`config.mk`:
```
export PLATFORM = sky130hd
export DESIGN_NAME = cdb_arbiter_rr
export DESIGN_NICKNAME = d
export VERILOG_FILES = /design/src/rtl/cdb_arbiter_rr.sv
export SDC_FILE = /design/constraint.sdc
export NUM_CORES = 1
export LEC_CHECK = 0
export CORE_AREA = 5 5 136 138
export DETAILED_ROUTE_END_ITERATION = 6
export DIE_AREA = 0 0 141 143
export DONT_BUFFER_PORTS = 1
export GPL_TIMING_DRIVEN = 0
export PLACE_DENSITY_LB_ADDON = 0.3
export SYNTH_ARGS = -nofsm -noshare
export SYNTH_HDL_FRONTEND = slang
export SYNTH_HIERARCHICAL = 1
export SYNTH_SLANG_ARGS = --single-unit
```
`constraint.sdc`:
```
create_clock -name clk_i -period 5 [get_ports clk_i]
set_clock_uncertainty 0.1 [all_clocks]
set_input_delay 1 -clock clk_i [delete_from_list [all_inputs] [get_ports clk_i]]
set_output_delay 1 -clock clk_i [all_outputs]
set_load 0.05 [all_outputs]
```
`src/rtl/cdb_arbiter_rr.sv`:
```
// Common-data-bus arbiter: round-robin over NUM_CH EU result ports with an optional
// fixed-priority channel, a starvation guard and one registered valid/ready output stage.
package expipe_pkg;
  localparam int EU_N           = 6;
  localparam int EU_LOAD_BUFFER = 1;

  typedef struct packed {
    logic [5:0]  rob_idx;
    logic [31:0] res_value;
    logic        except_raised;
    logic [4:0]  except_code;
    logic [3:0]  flags;
  } cdb_data_t;

  localparam int CDB_W = $bits(cdb_data_t);
endpackage

// Per-channel request qualification: masked request and "at or above the RR pointer" view.
module cdb_arb_lane #(
  parameter int IDX = 0,
  parameter int PW  = 1
) (
  input  logic          valid,
  input  logic          excl,
  input  logic [PW-1:0] ptr,
  output logic          req,
  output logic          req_hi
);
  assign req    = valid & ~excl;
  assign req_hi = req & (IDX >= int'(ptr));
endmodule

module cdb_arbiter_rr #(
  parameter int NUM_CH     = expipe_pkg::EU_N,
  parameter bit PRIO_EN    = 1'b1,
  parameter int PRIO_CH    = expipe_pkg::EU_LOAD_BUFFER,
  parameter int STARVE_MAX = 4
) (
  input  logic                                     clk_i,
  input  logic                                     rst_i,
  input  logic                                     flush_i,
  input  logic [NUM_CH-1:0]                        eu_valid_i,
  output logic [NUM_CH-1:0]                        eu_ready_o,
  input  logic [NUM_CH-1:0][expipe_pkg::CDB_W-1:0] eu_data_i,
  output logic                                     cdb_valid_o,
  input  logic                                     cdb_ready_i,
  output logic [expipe_pkg::CDB_W-1:0]             cdb_data_o,
  output logic [$clog2(NUM_CH)-1:0]                cdb_src_o
);
  localparam int            SW       = $clog2(NUM_CH);
  localparam int            CW       = $clog2(STARVE_MAX + 1);
  localparam logic [CW-1:0] CNT_MAX  = CW'(STARVE_MAX);
  localparam logic [SW-1:0] PRIO_IDX = SW'(PRIO_CH);
  localparam logic [SW-1:0] LAST_IDX = SW'(NUM_CH - 1);

  logic [SW-1:0]     rr_ptr;
  logic [CW-1:0]     starve_cnt;
  logic              acc, arb_en, starve_force;
  logic              prio_vld, others_vld, prio_win, gnt_any, gnt_is_prio;
  logic [NUM_CH-1:0] prio_mask, req, req_hi;
  logic [SW-1:0]     gnt_idx, hi_idx, lo_idx;

  assign acc          = ~cdb_valid_o | cdb_ready_i;
  assign arb_en       = acc & ~flush_i & ~rst_i;
  assign starve_force = (starve_cnt == CNT_MAX);
  assign prio_mask    = PRIO_EN ? (NUM_CH'(1) << PRIO_CH) : '0;
  assign prio_vld     = |(eu_valid_i & prio_mask);
  assign others_vld   = |(eu_valid_i & ~prio_mask);
  assign prio_win     = prio_vld & ~starve_force;

  // The priority channel is dropped from the search only when someone else can win,
  // so a lone priority request is still served while the guard is armed.
  for (genvar i = 0; i < NUM_CH; i++) begin : g_lane
    cdb_arb_lane #(.IDX(i), .PW(SW)) u_lane (
      .valid  (eu_valid_i[i]),
      .excl   (prio_mask[i] & starve_force & others_vld),
      .ptr    (rr_ptr),
      .req    (req[i]),
      .req_hi (req_hi[i])
    );
  end

  always_comb begin
    hi_idx = '0;
    lo_idx = '0;
    for (int i = NUM_CH - 1; i >= 0; i--) begin
      if (req_hi[i]) hi_idx = SW'(i);
      if (req[i])    lo_idx = SW'(i);
    end
    gnt_any     = prio_win | (|req);
    gnt_idx     = prio_win ? PRIO_IDX : ((|req_hi) ? hi_idx : lo_idx);
    gnt_is_prio = prio_mask[gnt_idx];
    eu_ready_o  = '0;
    if (arb_en && gnt_any) eu_ready_o[gnt_idx] = 1'b1;
  end

  always_ff @(posedge clk_i) begin
    if (rst_i) begin
      cdb_valid_o <= 1'b0;
      cdb_data_o  <= '0;
      cdb_src_o   <= '0;
      rr_ptr      <= '0;
      starve_cnt  <= '0;
    end else if (flush_i) begin
      cdb_valid_o <= 1'b0;
      starve_cnt  <= '0;
    end else if (acc) begin
      cdb_valid_o <= gnt_any;
      if (gnt_any) begin
        cdb_data_o <= eu_data_i[gnt_idx];
        cdb_src_o  <= gnt_idx;
        if (!gnt_is_prio) begin
          rr_ptr     <= (gnt_idx == LAST_IDX) ? '0 : SW'(gnt_idx + 1'b1);
          starve_cnt <= '0;
        end else if (others_vld && !starve_force) begin
          starve_cnt <= starve_cnt + 1'b1;
        end
      end
    end
  end
endmodule

```
## Yosys cells after proc, flatten, opt, wreduce, memory -nomap -nowiden

Memories as Yosys holds them, arrays and structs flattened.
Index checks and enable logic that the tools add are counted.

| storage, ports and cells | value |
|---|---|
| input bits | 298 |
| register bits | 58 |
| memory bits (read-only) | 8 |
| memory bits (writable) | 0 |
| logic and storage cells | 72 |
| output and inout port bits | 58 |
| memories | 1 |
| bits in latches | 0 |

| operators by class | value |
|---|---|
| reduce and logical (&&, ||, !) cells | 11 |
| equality and inequality tests | 3 |
| bitwise gates (word level) | 19 |
| shift-type cells | 0 |
| magnitude comparators | 8 |
| mux-type cells | 23 |
| $add $sub $neg | 2 |
| div/mod/pow operators | 0 |
| multipliers | 0 |

Memories:

| memory | depth | bits a word | rd ports | clocked after Yosys merged registers in | wr ports | line | text |
|---|---|---|---|---|---|---|---|
| (name not given) | 8 | 1 | 1 | 0 | 0 | 92 | `gnt_is_prio = prio_mask[gnt_idx];` |

Operators by type and width:

| operator | number |
|---|---|
| 48-bit binary-select mux with 3-bit select | 1 |
| 3-bit two-way mux | 17 |
| 48-bit two-way mux | 1 |
| 6-bit OR reduction | 2 |
| 1-bit AND | 11 |
| 3-bit by 1-bit adder with 3-bit output (second input constant) | 2 |
| 3-bit equality test (second input constant) | 2 |
| 1-bit by 3-bit greater-or-equal comparator with 1-bit output (first input constant) | 2 |
| 2-bit by 3-bit greater-or-equal comparator with 1-bit output (first input constant) | 2 |
| 3-bit greater-or-equal comparator (first input constant) | 2 |
| 6-bit two-way mux | 1 |
| 1-bit inverter | 6 |
| 3-bit AND reduction | 2 |
| 5-bit OR reduction | 1 |
| 3-bit by 4-bit less-than comparator with 1-bit output (second input constant) | 1 |
| 4-bit AND reduction | 1 |
| 1-bit demux with 3-bit select | 1 |
| 3-bit by 1-bit greater-or-equal comparator with 1-bit output (second input constant) | 1 |
| 1-bit logical AND | 3 |
| 1-bit two-way mux | 2 |
| 2-bit by 1-bit inequality test with 1-bit output (second input constant) | 1 |
| 1-bit OR | 2 |
| 2-bit OR reduction | 1 |
| 1-bit zero test | 1 |

## Longest topological paths before layout

| depth | value |
|---|---|
| depth in word-level cells | 15 |
| depth in mapped cells | 14 |

## Modules after synthesis

The synthesis kept the hierarchy.

By module, submodules not included:

| module | cells each | area each (sq um) | times used |
|---|---|---|---|
| cdb_arbiter_rr | 650 | 4460.5 | 1 |
| cdb_arb_lane at g_lane[2].u_lane ... | 3 | 25.0 | 2 |
| cdb_arb_lane at g_lane[0].u_lane | 2 | 37.5 | 1 |
| cdb_arb_lane at g_lane[5].u_lane | 2 | 25.0 | 1 |
| cdb_arb_lane at g_lane[1].u_lane | 2 | 22.5 | 1 |
| cdb_arb_lane at g_lane[3].u_lane | 2 | 18.8 | 1 |

## Least setup slack after synthesis

OpenSTA, ideal clock, no wires.

| timing | value |
|---|---|
| path kind | input -> output |
| from | in eu_valid_i[0] |
| to | out eu_ready_o[3] |
| cell stages on the path | 11 |
| slack | -0.628 ns |
| arrival | 4.528 ns |
| path buffers | 3 |
| cell sequence | or4_1 nor2_1 nor2_1 nor4b_2 nor2_1 a221o_1 o211a_1 buf_6 buf_2 buf_6 nor4_1 |

| on the way | value |
|---|---|
| longest elaborated chain between the ends | 14 |

RTL lines:

| what | line | text |
|---|---|---|
| from (decl) | 42 | `input logic [NUM_CH-1:0] eu_valid_i,` |
| 5-bit OR reduction (*) | 68 | `assign others_vld = \|(eu_valid_i & ~prio_mask);` |
| 1-bit AND (*) | 76 | `.excl (prio_mask[i] & starve_force & others_vld),` |
| 1-bit inverter (*) | 29 | `assign req = valid & ~excl;` |
| 1-bit AND (*) | 29 |  |
| 1-bit AND (*) | 30 | `assign req_hi = req & (IDX >= int'(ptr));` |
| via req_hi[1] | 60 | `logic [NUM_CH-1:0] prio_mask, req, req_hi;` |
| 3-bit two-way mux (2 in a row) | 87 | `if (req_hi[i]) hi_idx = SW'(i);` |
| 3-bit two-way mux (*) (2 in a row) | 91 | `gnt_idx = prio_win ? PRIO_IDX : ((\|req_hi) ? hi_idx : lo_idx);` |
| 3-bit by 4-bit less-than comparator with 1-bit output (not written as such) or 3-bit by 1-bit greater-or-equal comparator with 1-bit output (tied branches) | 94 | `if (arb_en && gnt_any) eu_ready_o[gnt_idx] = 1'b1;` |
| 1-bit logical AND (not written as such) | 94 |  |
| 1-bit two-way mux (not written as such) | 94 |  |
| 1-bit demux with 3-bit select (*) | 94 |  |
| 6-bit two-way mux (*) | 94 |  |
| to (decl) | 43 | `output logic [NUM_CH-1:0] eu_ready_o,` |

Mark *: on every way through the listed nets, which the timed path passes. The rest lies on a longest branch.

## Worst setup path after layout

Ends and elaborated chain as after synthesis.

==> impl_metrics.tcl <==
set metrics [dict create \
    status "finished, final reports clean" \
    pwr_density_cell_nw_per_um2 347 \
    synth_edf_count 0 \
    critPathRequiredTime_ps 3900 \
    overflow 0 \
    seqPwrFrac 0.377 \
    setup_viol 0 \
    path_max_fanout 19 \
    final-hold-violation-count 0 \
    leakage_nw 2.12 \
    end_kind "output port" \
    reg2reg_slack_ps 1470 \
    worstMarginPinSlew_ps 970 \
    syn_to_final_growth_pct 15.5 \
    grt_max_degree 11 \
    ir_worst_vdd_v 0.000185 \
    io_buffers 0 \
    synth.distinct_cells 52 \
    drt_iter0_drc 308 \
    remaining_drc_errors 0 \
    grt_pass1_vias 5217 \
    maxSlewViolCount 0 \
    arrival_ps 3770 \
    numCtsBuffers 9 \
    swShare 0.368 \
    viasPerCell 5.70 \
    ant_nets 0 \
    final_core_util 0.312 \
    die_w_um 141 \
    ioPinCount 356 \
    cp-start-kind "input pin" \
    final_common_cell "nand2_1" \
    ys_ff_latch 58 \
    die_height_um 143 \
    fp.dieArea_um2 20200 \
    min_path_cells 1 \
    diodes 0 \
    netlist_area_um2 4610 \
    period_minus_slack_ps 4870 \
    worstSetupPathType "input pin to output port" \
    fillers 1918 \
    p_int_mw 1.17 \
    cts_tree "yes" \
    min-delay-start "starve_cnt[2]" \
    cts.sink_count 58 \
    synthCells 664 \
    gp_congestion 0.901 \
    r2r_cells 11 \
    clkPwrFrac 0.408 \
    dpl.hpwl_mm 18.3 \
    whs_endpoint "starve_cnt[2]" \
    async_flop_share 0 \
    clkLatencyLatePin_ps 330 \
    grt_pass1_wl_mm 32.2 \
    synth_ff_type "dfxtp_1" \
    switchingPower_uw 682 \
    max_cap_violations 0 \
    antenna_found_initial 0 \
    r2r-start "starve_cnt[0]" \
    rsz0062_at_grt "no" \
    vias 5178 \
    placedInstanceArea_um2 4940 \
    wl_per_cell_um 25.0 \
    row_count 48 \
    cts.path.max_buffers 2 \
    fin_setup_tns_ps 0 \
    timing.fmax_ghz 0.205 \
    ys_warn_count 6 \
    htreeDepth 3 \
    final_cell_mix "205 x nand2_1, 75 x a21oi_1, 70 x nand3_1, 58 x dfxtp_1, 43 x mux2i_1" \
    start_util 0.271 \
    track_usage 0.212 \
    hold_class "register to register" \
    coreArea_um2 17100 \
    combinationalPowerShare 0.215 \
    slew_headroom 0.350 \
    ys_seq_area_frac 0.252 \
    finalPower_mw 1.85 \
    timing.final.crit_share 0.974 \
    wl_mm 22.7 \
    cts_hold_buf 0 \
    nets 979 \
    synth_area_per_cell_um2 6.95 \
    dr.pass1.iters 5 \
    reg2reg_to "cdb_data_o[43]" \
    path_clk_slew_ps 50 \
    layout-drive-gt1-share 0.104 \
    stdcell_area_um2 5330 \
    clockRootBuffer "clkbuf_16" \
]
state kept, by name (all words and copies together) (netlist names):
name	cells
cdb_src_o	3
rr_ptr	3
cdb_data_o	48
cdb_valid_o	1
starve_cnt	3
synthesized netlist by cell type, drive strengths merged, types with 4 or more instances:
| library cell | n | area [µm²] |
|---|---|---|
| o21a | 14 | 105 |
| nand3 | 70 | 350 |
| nand2 | 205 | 769 |
| clkbuf | 24 | 90.1 |
| dfxtp | 58 | 1160 |
| a21oi | 75 | 375 |
| a32o | 34 | 340 |
| nor3 | 8 | 45.0 |
| o21ai | 4 | 20.0 |
| buf | 32 | 194 |
| nor2 | 16 | 70.1 |
| a32oi | 14 | 123 |
| nor2b | 7 | 73.8 |
| mux2i | 43 | 430 |
| or2 | 8 | 50.1 |
| nand2b | 16 | 100 |
cell type report:
class | instances | area (µm²) | share of cell area
flip-flops and latches | 58 | 1160 | 0.218
inverters | 3 | 11.3 | 0.00211
clock buffers | 12 | 256 | 0.0481
well taps | 225 | 282 | 0.0528
clock inverters | 4 | 97.6 | 0.0183
plain buffers | 55 | 280 | 0.0526
multi-input cells | 552 | 3240 | 0.608
worst max-delay path, cell delays in order:
cell and delay, ps:
or4_4 540, nor2_2 140, nor2_1 70, nor4b_2 350, nor2_1 90, a221o_1 350
o211a_1 130, buf_6 130, buf_4 240, nor4_4 700
timing repair:
action,CTS,global route
gates resized for setup,6,8
endpoints found under the hold margin,0,0
endpoints found under the setup margin,4,3
pin swaps,2,4
buffers inserted,0,0
logic make-up after synthesis:
kind of cell | Yosys count | synth area share
fa+ha+maj | 2 | 0.00542
buf+inv | 59 | 0.0640
compound gates | 155 | 0.234
mux | 44 | 0.0957
flops | 58 | 0.252
simple gates | 345 | 0.348
other cells | 1 | 0.000813
how the worst max path moves through the flow:
stage          slack [ps]             to          start  depth (start not counted)
2_1_floorplan         -60  eu_ready_o[3]  eu_valid_i[0]                         11
3_3_place_gp         -470  eu_ready_o[4]  eu_valid_i[0]                         10
3_5_place_dp         -500  eu_ready_o[4]  eu_valid_i[0]                         10
4_1_cts                 7  eu_ready_o[3]  eu_valid_i[0]                         11
5_1_grt                30  eu_ready_o[3]  eu_valid_i[0]                         10
6_report              130  eu_ready_o[3]  eu_valid_i[0]                         10
metrics by stage:
stage / hold slack (ps) / worst slack (ps) / cells
2_1_floorplan: 368 / -55.2 / 669
3_3_place_gp: 390 / -474 / 894
3_5_place_dp: 395 / -505 / 894
4_1_cts: 403 / 7.49 / 910
5_1_grt: 417 / 31.4 / 909
6_report: 407 / 132 / 909
power by group through the flow:
| stage | Clock (mW) | Combinational, mW | Sequential (mW) |
|---|---|---|---|
| 3_5_place_dp | 0 | 0.396 | 0.709 |
| 6_report | 0.755 | 0.398 | 0.698 |
| 4_1_cts | 0.777 | 0.401 | 0.699 |
| 5_1_grt | 0.796 | 0.440 | 0.703 |
| 3_3_place_gp | 0 | 0.393 | 0.709 |
| 2_1_floorplan | 0 | 0.286 | 0.691 |
layer usage:
| metal | share of wire | routed length, µm | track usage |
|---|---|---|---|
| met2 | 0.51 | 11500 | 0.383 |
| met3 | 0.084 | 1910 | 0.0486 |
| met5 | 0 | 0 | 0 |
| met4 | 0.019 | 432 | 0.0612 |
| met1 | 0.39 | 8880 | 0.251 |
Power figures use the tool's default switching activity.
